**src/rtl/sm83_irq_ctrl.sv**
```systemverilog
// sm83_irq_ctrl: SM83-style interrupt controller with an IF flag register and an IE enable register.
// Peripheral request lines set IF on rising edges. The CPU acknowledge clears IF bits.
// Both registers are CPU-accessible on a simple strobe bus.
//
// Bus semantics: p_wr and p_rd are level strobes. A write is committed once, on
// the first clock where p_wr is high after being low, using adr/din from that
// clock. Holding p_wr high never repeats the write. Reads are purely
// combinational. dout_oe marks a decoded read, and dout idles at 8'hFF.
module sm83_irq_ctrl #(
    parameter int          NUM_SRC = 5,
    parameter logic [15:0] IF_ADR  = 16'hFF0F,
    parameter logic [15:0] IE_ADR  = 16'hFFFF
) (
    input  logic               clk,
    input  logic               reset,
    input  logic [15:0]        adr,
    input  logic [7:0]         din,
    output logic [7:0]         dout,
    output logic               dout_oe,
    input  logic               p_rd,
    input  logic               p_wr,
    input  logic [NUM_SRC-1:0] irq_src,
    output logic [7:0]         irq,
    input  logic [7:0]         iack
);

    logic [NUM_SRC-1:0] if_q;
    logic [NUM_SRC-1:0] if_nxt;
    logic [7:0]         ie_q;
    logic [NUM_SRC-1:0] src_q;
    logic               wr_q;

    logic               sel_if;
    logic               sel_ie;
    logic               wr_pulse;
    logic [7:0]         if_ext;
    logic [7:0]         if_rd;

    // Address decode. IF wins when both addresses are configured equal.
    always_comb begin
        sel_if   = (adr == IF_ADR);
        sel_ie   = (adr == IE_ADR) && !sel_if;
        wr_pulse = p_wr && !wr_q;
    end

    // IF next state. Each later step overrides the earlier ones, so a new source edge beats iack, which beats a bus write.
    always_comb begin
        if_nxt = if_q;
        if (wr_pulse && sel_if) begin
            if_nxt = din[NUM_SRC-1:0];
        end
        if_nxt = if_nxt & ~iack[NUM_SRC-1:0];
        if_nxt = if_nxt | (irq_src & ~src_q);
    end

    // Register update. The edge-detect copies reset high so that lines already high at release are ignored.
    always_ff @(posedge clk or negedge reset) begin
        if (!reset) begin
            if_q  <= '0;
            ie_q  <= 8'h00;
            src_q <= '1;
            wr_q  <= 1'b1;
        end else begin
            if_q  <= if_nxt;
            src_q <= irq_src;
            wr_q  <= p_wr;
            if (wr_pulse && sel_ie) begin
                ie_q <= din;
            end
        end
    end

    // Request outputs and read mux. Both are combinational from the registers, so reads see pre-update values.
    always_comb begin
        if_ext                = 8'h00;
        if_ext[NUM_SRC-1:0]   = if_q;
        if_rd                 = 8'hFF;
        if_rd[NUM_SRC-1:0]    = if_q;
        irq                   = if_ext & ie_q;
        dout_oe               = p_rd && (sel_if || sel_ie);
        dout                  = 8'hFF;
        if (p_rd && sel_if) begin
            dout = if_rd;
        end else if (p_rd && sel_ie) begin
            dout = ie_q;
        end
    end

endmodule

```
**config.mk**
```make
export PLATFORM = sky130hd
export DESIGN_NAME = sm83_irq_ctrl
export DESIGN_NICKNAME = d
export VERILOG_FILES = /design/src/rtl/sm83_irq_ctrl.sv
export SDC_FILE = /design/constraint.sdc
export NUM_CORES = 1
export LEC_CHECK = 0
export ABC_AREA = 0
export BUFFER_PORTS_ARGS = -buffer_cell sky130_fd_sc_hd__buf_2
export CAP_MARGIN = 5
export CELL_PAD_IN_SITES_DETAIL_PLACEMENT = 1
export CELL_PAD_IN_SITES_GLOBAL_PLACEMENT = 1
export CORE_ASPECT_RATIO = 1.25
export CORE_UTILIZATION = 33
export CTS_BUF_LIST = sky130_fd_sc_hd__clkbuf_2
export DETAILED_ROUTE_END_ITERATION = 10
export PLACE_DENSITY = 0.8
export SETUP_SLACK_MARGIN = 0.1
export SKIP_LAST_GASP = 1
export SLEW_MARGIN = 10
export SYNTH_ARGS = -nofsm -noshare
export SYNTH_HDL_FRONTEND = slang
export SYNTH_SLANG_ARGS = --single-unit
```
**constraint.sdc**
```tcl
create_clock -name clk -period 2.2 [get_ports clk]
set_input_delay 0.22 -clock clk [delete_from_list [all_inputs] [get_ports clk]]
set_output_delay 0.22 -clock clk [all_outputs]
set_load 0.01 [all_outputs]
```
==> flow_metrics.tcl <==
set metrics [dict create \
    timing.setup.tns_ns 0 \
    timing.critical_path.from_type "primary input" \
    timing.hold.worst.start "din[7]" \
    per_cell_routed_wire_length_um 14.5 \
    placement.io_buffers 51 \
    globalRoute.totalOverflow 0 \
    detailedRoute.firstIterationViolations 2 \
    place.gp.congestion 0.726 \
    fp-row-count 22 \
    grt_most_used_layer "met2" \
    synth_top_cell_by_area "dfrtp_1" \
    synthCells 93 \
    dr.pass1.iters 4 \
    synth.area.top_cells "dfrtp_1, dfstp_2, mux2_4, nor2b_1, mux2i_1" \
    finalClockSkew_ns 0.00375 \
    post_synth.cell_area_avg_um2 11.4 \
    clock_sink_count 19 \
    vias_per_cell 4.93 \
    max-clock-path-buffers 2 \
    power.density_nw_per_um2 438 \
    clk-insertion-delay-late_ns 0.30 \
    global_route.usage.total 0.186 \
    p_seq_frac 0.603 \
    clockRootBuffer "clkbuf_2" \
    die-area_um2 3440 \
    synth.yosys.seq_area_share 0.456 \
    die_y_um 65.4 \
    post-route-min-period_ns 2.00 \
    antenna_cells_inserted 0 \
    dr_total_vias 942 \
    finalWorstSetupSlack_ns 0.198 \
    critPathCaptureType "flip-flop" \
    result_of_the_run "completed" \
    p_leak_nw 0.672 \
    layout.cells.most_common "buf_2" \
    initial_utilization 0.353 \
    worst-endpoint-required_ns 2.41 \
    grt_pass1_wl_mm 4.59 \
    totalWireLength_mm 2.78 \
    maxCapViolations 0 \
    ios 58 \
    worstPathArrival_ns 2.21 \
    hpwl_mm 2.28 \
    synth_warnings 0 \
    gr-usage-met2 0.372 \
    htree_num_levels 1 \
    num-nets-final 197 \
    maximum_number_of_pins_on_one_net_before_global_route_repair 20 \
    grt_pass1_vias 1064 \
    unrepaired_setup_endpoints_after_global_routing "false" \
    netlist.area_leader.share 0.307 \
    globalRouteMet3Util 0.0301 \
    finalMaxSlewViolations 0 \
    startpoint "p_wr" \
    tritoncts "yes" \
    worstHoldPathType "in -> reg" \
    met1_usage 0.183 \
    numCtsBuffers 3 \
    syn_to_final_growth_pct 35.4 \
    power_report.internal_total_w 0.000464 \
    yosysUniqueCellTypes 24 \
    post-place-ws_ns 0.299 \
    num-fill-cells 364 \
    clk_pin_slew_worst_setup_hold_paths_ns 0.18 \
    ir_drop_mv 0.382 \
    r2r_setup_slack_ns 0.28 \
    worstPathMaxFanout 8 \
    mostFrequentLayoutCells "buf_2, dfrtp_1, nor2b_1" \
    hold_violation_total_from_the_final_report 0 \
    power.share.combinational 0.158 \
    crit-reg2reg-launch "wr_q$_DFF_PN1_" \
    worstSetupPathType "in -> reg" \
    grt_antenna_before_repair 0 \
    dieWidth_um 52.7 \
    post_synth_instance_area_um2 1060 \
    share_clk_of_total_power 0.239 \
    net-switching-power_w 0.000164 \
    setup_viol 0 \
    ys_ff_latch 19 \
    final_antenna_net_count 0 \
    finish.utilization 0.478 \
    postCtsSetupBuffers 0 \
    achievable-frequency_ghz 0.500 \
    post_route_cells_drive_above_1_share 0.503 \
    min_period_over_period 0.910 \
    route.detailed.drc 0 \
    power.share.switching 0.261 \
    core_region_area_um2 3000 \
]
-- critical path, cell delays in order --
cell,delay [ns]
dlygate4sd3_1,0.53
buf_2,0.11
nand2b_1,0.06
or2_1,0.32
or4_4,0.63
mux2_4,0.34
-- cell families (layout without fill, tap and decap cells) --
logic type             after synthesis  after routing  synth area share
AND/OR/NAND/NOR                     43             43             0.264
buffers and inverters                6             66            0.0460
multiplexers                        13             13             0.161
AO/OA/AOI/OAI                       11             11            0.0697
flip-flops                          19             19             0.456
other                                1              3           0.00354
-- state kept, by name, indices dropped and copies added (netlist names) --
signal and count:
ie_q 8, src_q 5, wr_q 1, if_q 5
-- what timing repair did --
action / in CTS / in global routing
endpoints found under the hold margin: 19 / 0
resized for setup: 0 / 0
hold buffers: 7 / 0
-- stage by stage --
stage,hold slack [ns],cells,area [um2],power [W]
after global routing,0.110,191,1440,0.000661
final,0.135,191,1440,0.000628
after global placement,0.182,180,1350,0.000468
after CTS,0.115,191,1440,0.000639
after floorplan,-0.0756,95,1070,0.000422
after detailed placement,0.190,180,1350,0.000476
-- cell type report --
class / instances / area, um2 / share of cell area
clock buffers: 3 / 15.0 / 0.0105
clock inverters: 1 / 5.00 / 0.00349
inverters: 1 / 3.75 / 0.00262
multi-input cells: 70 / 536 / 0.373
flip-flops and latches: 19 / 483 / 0.337
well taps: 36 / 45.0 / 0.0314
repair buffers: 61 / 348 / 0.242
-- per-layer routing --
metal	wire [um]	vias to the layer above
met4	31	0
met3	73	4
met2	1670	21
met5	0	-
met1	999	469
li1	-	448
-- Yosys cell counts --
library cell  number
or4_1              1
dfrtp_1           13
nand2_1            8
nor2_1             2
inv_1              1
buf_4              3
mux2i_1            5
mux2_4             8
or4_4              1
nand4_4            1
buf_6              2
conb_1             1
nor4b_1            5
a21oi_1            6
dfstp_2            6
nand2b_1           1
nor3_2             1
nor3_1             1
o22a_1             5
or2_2              3
nor2b_1           10
or2_1              1
and2_1             5
nand4_1            3
-- power by group through the flow --
stage	registers (W)	logic [W]	clock network [W]
detailed placement	0.000385	0.0000912	0
finish	0.000379	0.0000992	0.000150
CTS	0.000379	0.000101	0.000160
global route	0.000381	0.000112	0.000168
global placement	0.000384	0.0000845	0
floorplan	0.000382	0.0000396	0
-- final timing paths --
check                                      end  cells past startpoint
max in group asynchronous   src_q[4]$_DFF_PN1_                      2
min                        ie_q[7]$_DFFE_PN0P_                      2
max                        ie_q[6]$_DFFE_PN0P_                      6
min reg2reg                ie_q[7]$_DFFE_PN0P_                      1
min in group asynchronous  ie_q[3]$_DFFE_PN0P_                      2
max reg2reg                ie_q[6]$_DFFE_PN0P_                      4
Note: power is estimated with default switching activity, not from simulation.
